[src/rtl/usr_pkg.sv]
// Universal shift register shared constants: mode encoding and FSM states.
// Latency: n/a (declarations only). Backpressure: n/a.
// Imported by usr_step and usr_param_shift_reg.
package usr_pkg;

    localparam logic [2:0] MODE_HOLD = 3'b000;
    localparam logic [2:0] MODE_SHR  = 3'b001;
    localparam logic [2:0] MODE_SHL  = 3'b010;
    localparam logic [2:0] MODE_LOAD = 3'b011;
    localparam logic [2:0] MODE_ROR  = 3'b100;
    localparam logic [2:0] MODE_ROL  = 3'b101;
    localparam logic [2:0] MODE_ASR  = 3'b110;
    localparam logic [2:0] MODE_RSVD = 3'b111;

    typedef enum logic {
        ST_IDLE = 1'b0,
        ST_RUN  = 1'b1
    } state_t;

endpackage

[src/rtl/usr_step.sv]
// One-step next-value function of the shift register; LOAD is resolved by the caller.
// Latency: combinational. Backpressure: none.
// USR_ROTATE_EN enables ROR/ROL; without it those modes hold.
module usr_step
    import usr_pkg::*;
#(
    parameter int WIDTH = 8
) (
    input  logic [WIDTH-1:0] cur_val,
    input  logic [2:0]       mode,
    input  logic             serial_in_left,
    input  logic             serial_in_right,
    output logic [WIDTH-1:0] next_val
);

    always_comb begin
        next_val = cur_val;
        case (mode)
            MODE_SHR: next_val = {serial_in_right, cur_val[WIDTH-1:1]};
            MODE_SHL: next_val = {cur_val[WIDTH-2:0], serial_in_left};
            MODE_ASR: next_val = {cur_val[WIDTH-1], cur_val[WIDTH-1:1]};
`ifdef USR_ROTATE_EN
            MODE_ROR: next_val = {cur_val[0], cur_val[WIDTH-1:1]};
            MODE_ROL: next_val = {cur_val[WIDTH-2:0], cur_val[WIDTH-1]};
`endif
            default:  next_val = cur_val;
        endcase
    end

endmodule

[src/rtl/usr_param_shift_reg.sv]
// Parametrised universal shift register with free-running single steps and FSM-counted multi-step ops.
// Latency: single step 1 edge; counted op N+1 edges start-to-done. Rotate modes need USR_ROTATE_EN.
// Backpressure: start while busy is dropped, not queued; done is a one-cycle pulse.
module usr_param_shift_reg
    import usr_pkg::*;
#(
    parameter  int WIDTH = 8,
    localparam int CNT_W = $clog2(WIDTH + 1)
) (
    input  logic             clk,
    input  logic             reset,
    input  logic [2:0]       mode,
    input  logic             start,
    input  logic [CNT_W-1:0] shamt,
    input  logic [WIDTH-1:0] data_in,
    input  logic             serial_in_left,
    input  logic             serial_in_right,
    output logic [WIDTH-1:0] data_out,
    output logic             serial_out_left,
    output logic             serial_out_right,
    output logic             busy,
    output logic             done
);

    state_t           state_q, state_d;
    logic [CNT_W-1:0] cnt_q, cnt_d;
    logic [2:0]       mode_q, mode_d;
    logic [WIDTH-1:0] data_q, data_d;
    logic             done_q, done_d;

    logic [2:0]       step_mode;
    logic [WIDTH-1:0] step_val;
    logic [CNT_W-1:0] eff_cnt;
    logic             once_mode;

    assign step_mode = (state_q == ST_RUN) ? mode_q : mode;
    assign eff_cnt   = (shamt > CNT_W'(WIDTH)) ? CNT_W'(WIDTH) : shamt;
    assign once_mode = (mode == MODE_LOAD) || (mode == MODE_HOLD) || (mode == MODE_RSVD);

    usr_step #(.WIDTH(WIDTH)) u_step (
        .cur_val         (data_q),
        .mode            (step_mode),
        .serial_in_left  (serial_in_left),
        .serial_in_right (serial_in_right),
        .next_val        (step_val)
    );

    always_comb begin
        state_d = state_q;
        cnt_d   = cnt_q;
        mode_d  = mode_q;
        data_d  = data_q;
        done_d  = 1'b0;
        case (state_q)
            ST_IDLE: begin
                if (start) begin
                    // LOAD/HOLD ignore the count: one action on the accept edge, then done
                    if (once_mode) begin
                        data_d = (mode == MODE_LOAD) ? data_in : data_q;
                        done_d = 1'b1;
                    end else if (eff_cnt == '0) begin
                        done_d = 1'b1;
                    end else begin
                        state_d = ST_RUN;
                        cnt_d   = eff_cnt;
                        mode_d  = mode;
                    end
                end else begin
                    data_d = (mode == MODE_LOAD) ? data_in : step_val;
                end
            end
            ST_RUN: begin
                data_d = step_val;
                cnt_d  = cnt_q - CNT_W'(1);
                if (cnt_q == CNT_W'(1)) begin
                    state_d = ST_IDLE;
                    done_d  = 1'b1;
                end
            end
            default: state_d = ST_IDLE;
        endcase
    end

    always_ff @(posedge clk or negedge reset) begin
        if (!reset) begin
            state_q <= ST_IDLE;
            cnt_q   <= '0;
            mode_q  <= MODE_HOLD;
            data_q  <= '0;
            done_q  <= 1'b0;
        end else begin
            state_q <= state_d;
            cnt_q   <= cnt_d;
            mode_q  <= mode_d;
            data_q  <= data_d;
            done_q  <= done_d;
        end
    end

    assign data_out         = data_q;
    assign serial_out_left  = data_q[WIDTH-1];
    assign serial_out_right = data_q[0];
    assign busy             = (state_q == ST_RUN);
    assign done             = done_q;

endmodule

[config.mk]
export PLATFORM = sky130hd
export DESIGN_NAME = usr_param_shift_reg
export DESIGN_NICKNAME = d
export VERILOG_FILES = /design/src/rtl/usr_pkg.sv /design/src/rtl/usr_step.sv /design/src/rtl/usr_param_shift_reg.sv
export SDC_FILE = /design/constraint.sdc
export NUM_CORES = 1
export LEC_CHECK = 0
export CAP_MARGIN = 20
export CORE_ASPECT_RATIO = 0.75
export CORE_MARGIN = 4
export CORE_UTILIZATION = 45
export CTS_CLUSTER_DIAMETER = 30
export CTS_CLUSTER_SIZE = 24
export DETAILED_ROUTE_END_ITERATION = 16
export PLACE_DENSITY = 0.73
export REMOVE_ABC_BUFFERS = 1
export SYNTH_ARGS = -nofsm -noshare
export SYNTH_HDL_FRONTEND = slang
export SYNTH_HIERARCHICAL = 1
export SYNTH_SLANG_ARGS = --single-unit
[constraint.sdc]
create_clock -name clk -period 2.5 [get_ports clk]
set_clock_uncertainty 0.05 [all_clocks]
set_input_delay 0.5 -clock clk [delete_from_list [all_inputs] [get_ports clk]]
set_output_delay 0.5 -clock clk [all_outputs]
set_load 0.01 [all_outputs]
==> impl_results.md <==
* Status: finished clean
* Vias at 1204
* Post-Synthesis Cells at 138
* Register area at 425.4 um^2
* Detailed-route DRC error count at 0
* RSZ-0062 raised after global routing: no
* Core area at 0.002743 mm^2
* Register area share after synthesis at 31.48%
* Placed Cells at 203
* Worst EP arrival at 2.34 ns
* Vias in the first global route at 1108
* Pin count of the biggest net entering global routing at 18
* Clk slew on worst S/H paths at 0.06 ns
* CTS Buf Count at 3
* Max Fclk at 443.0 MHz
* FP Rows at 16
* Initial cell density of the core at 49.27%
* CP startpoint kind: input pin
* Post-cts sizing count at 0
* Synthesized cell area at 0.001351 mm^2
* CTS tree: done
* Fin. Hold Viols at 0
* Leak at 0.7394 nW
* Nets at 194
* WHS at 0.4625 ns
* Synth area leaders: dfrtp_1, a221o_1, mux2i_1, mux2_2, and3_1
* HPWL Detailed at 2.521 mm
* Via density at 5.816
* Die width at 71.28 um
* Port bufs at 31
* Global route overflow at 0
* Avg Inst Size Synth at 9.792 um^2
* Antenna diodes at 0
* CP bufs+invs at 2
* #FFs+latches synth at 17
* CTS Buffer Depth at 2
* Worst hold path class: reg2reg
* Area of the multi-input gates at 805.8 um^2
* ANT nets after route at 0
* Rel. slew slack at 46.29%
* Worst Path Max Fanout at 7
* Die area at 0.003953 mm^2
* CP cell instances: clkdlybuf4s50_1, inv_1, o21ai_1, or2b_1, a21oi_1, a211oi_2, and3_1, a221o_1
* DRT Wirelength at 3.395 mm
* H-tree depth at 1
* Setup CP Type: in2reg
* DR iter-0 viols at 74
* TritonRoute pass-1 iters at 4
* Clk root buf: clkbuf_8
* PD cells at 1392 mW/mm^2
* CP Capture Type: flop
* Yosys top cell by area: dfrtp_1
* Clock sink count at 17
* Fin area at 0.001740 mm^2
* WL/cell at 16.40 um
* CTS Hold Bufs at 0
* Die Y at 55.46 um
* Most frequent cell after synthesis: dfrtp_1
* Max-slew violation count at 0
* Cell Area, Placed at 0.001695 mm^2
* Fraction of registers with async set/reset at 100.0%
* Post-CTS Setup Repair Bufs at 0
* Fin crit period at 2.258 ns
* Crit-path slowest cell: clkdlybuf4s50_1
* Synth-to-Final Area Change at 28.80%
* Yosys cell types at 41
* Ys flop type: dfrtp_1
* Yosys warnings at 6
* Largest delay share family, worst path: compound AO/OA/AOI/OAI gates
* Yosys top cell area share at 31.48%
* Worst Tran Pin Value at 0.8031 ns
* GRT Util Overall at 17.48%
* Period utilisation layout at 90.30%
* RD Place Congestion at 0.7953
* Finish-stage setup viols at 0
* Fillers at 212
* Total negative slack at 0 ns
* Layout cells sized above 1 at 17.54%
* Worst skew pair latency at 0.25 ns
* Number of synthesized flops with an enable pin at 0
* Global-route wire length before repair at 5.582 mm
* Maxcap violations at 0
* Boundary pin count at 32
* Initial antenna violation count at 0
* VDD IR max at 731.7 uV
* Filler-free cell count of the finished design at 207
* Synth cell count leaders: dfrtp_1, a221o_1, nor3_1
* Critical Path RT at 2.58 ns
* Slowest Stage Delay on Critical Path at 0.48 ns
==> flip-flops by register name, indices dropped and copies added (netlist names) <==
register	count
done	1
cnt_q	4
data_out	8
busy	1
mode_q	3
==> where the power goes <==
part | switching [mW] | internal, mW | total [mW] | leakage [nW]
combinational | 0.718 | 0.892 | 1.61 | 0.513
sequential | 0.188 | 0.423 | 0.611 | 0.204
clock | 0.0893 | 0.113 | 0.202 | 0.0228
==> layout by cell type, fill, tap and decap left out, drive strengths merged, types with 2 or more instances in the layout <==
| cell type | Yosys | routed |
|---|---|---|
| mux2i | 7 | 7 |
| a211oi | 7 | 7 |
| mux2 | 5 | 5 |
| o21ai | 2 | 2 |
| a21oi | 8 | 8 |
| o21a | 6 | 6 |
| and3 | 9 | 9 |
| nor4 | 4 | 4 |
| nor3 | 10 | 10 |
| dfrtp | 17 | 17 |
| clkbuf | 3 | 4 |
| nand2 | 3 | 3 |
| clkdlybuf4s50 | 0 | 31 |
| a21o | 2 | 2 |
| inv | 7 | 7 |
| nor2b | 7 | 7 |
| ha | 2 | 2 |
| xnor2 | 2 | 2 |
| a221o | 11 | 11 |
| nor2 | 4 | 4 |
| buf | 10 | 11 |
==> final timing paths <==
path / from / to / slack (ns) / cells after the start
setup / recovery: mode[2] / data_out[6] / 0.24 / 8
hold / removal: mode_q[0] / mode_q[0] / 0.46 / 1
setup reg to reg: busy / data_out[6] / 0.44 / 6
max in group asynchronous: reset / data_out[3] / 1.24 / 1
hold reg to reg: mode_q[0] / mode_q[0] / 0.46 / 1
min in group asynchronous: reset / busy / 0.67 / 1
==> cell families after synthesis <==
kind of cell | share of synthesized area, %
AND/OR/NAND/NOR | 21.48
AO/OA/AOI/OAI | 25.00
buffers and inverters | 8.889
flip-flops | 31.48
multiplexers | 9.352
XOR/XNOR | 1.945
adder cells (fa/ha/maj) | 1.852
==> area by class of cell <==
cell class	instances	area share, %
clock buffers	4	2.588
well taps	36	2.588
repair buffers	42	22.57
inverters	7	1.510
flip-flops and latches	17	24.44
multi-input cells	101	46.30
==> metal layers <==
| layer | routed length (um) | global-route usage (%) | up-vias |
|---|---|---|---|
| met1 | 1585 | 25.70 | 574 |
| li1 | - | - | 586 |
| met2 | 1546 | 26.18 | 42 |
| met4 | 7 | 2.681 | 0 |
| met5 | 0 | 0 | - |
| met3 | 255 | 4.348 | 2 |
==> stage by stage <==
| stage | setup WS, ns | utilization, % | total power, mW |
|---|---|---|---|
| 2_1_floorplan | -0.5541 | - | 1.648 |
| 3_3_place_gp | 0.05763 | 61.82 | 2.155 |
| 3_5_place_dp | 0.006905 | 61.82 | 2.206 |
| 4_1_cts | 0.2700 | 63.46 | 2.416 |
| 5_1_grt | 0.1584 | 63.46 | 2.600 |
| 6_report | 0.2424 | 63.46 | 2.423 |
Note: power is estimated with default switching activity, not from simulation.
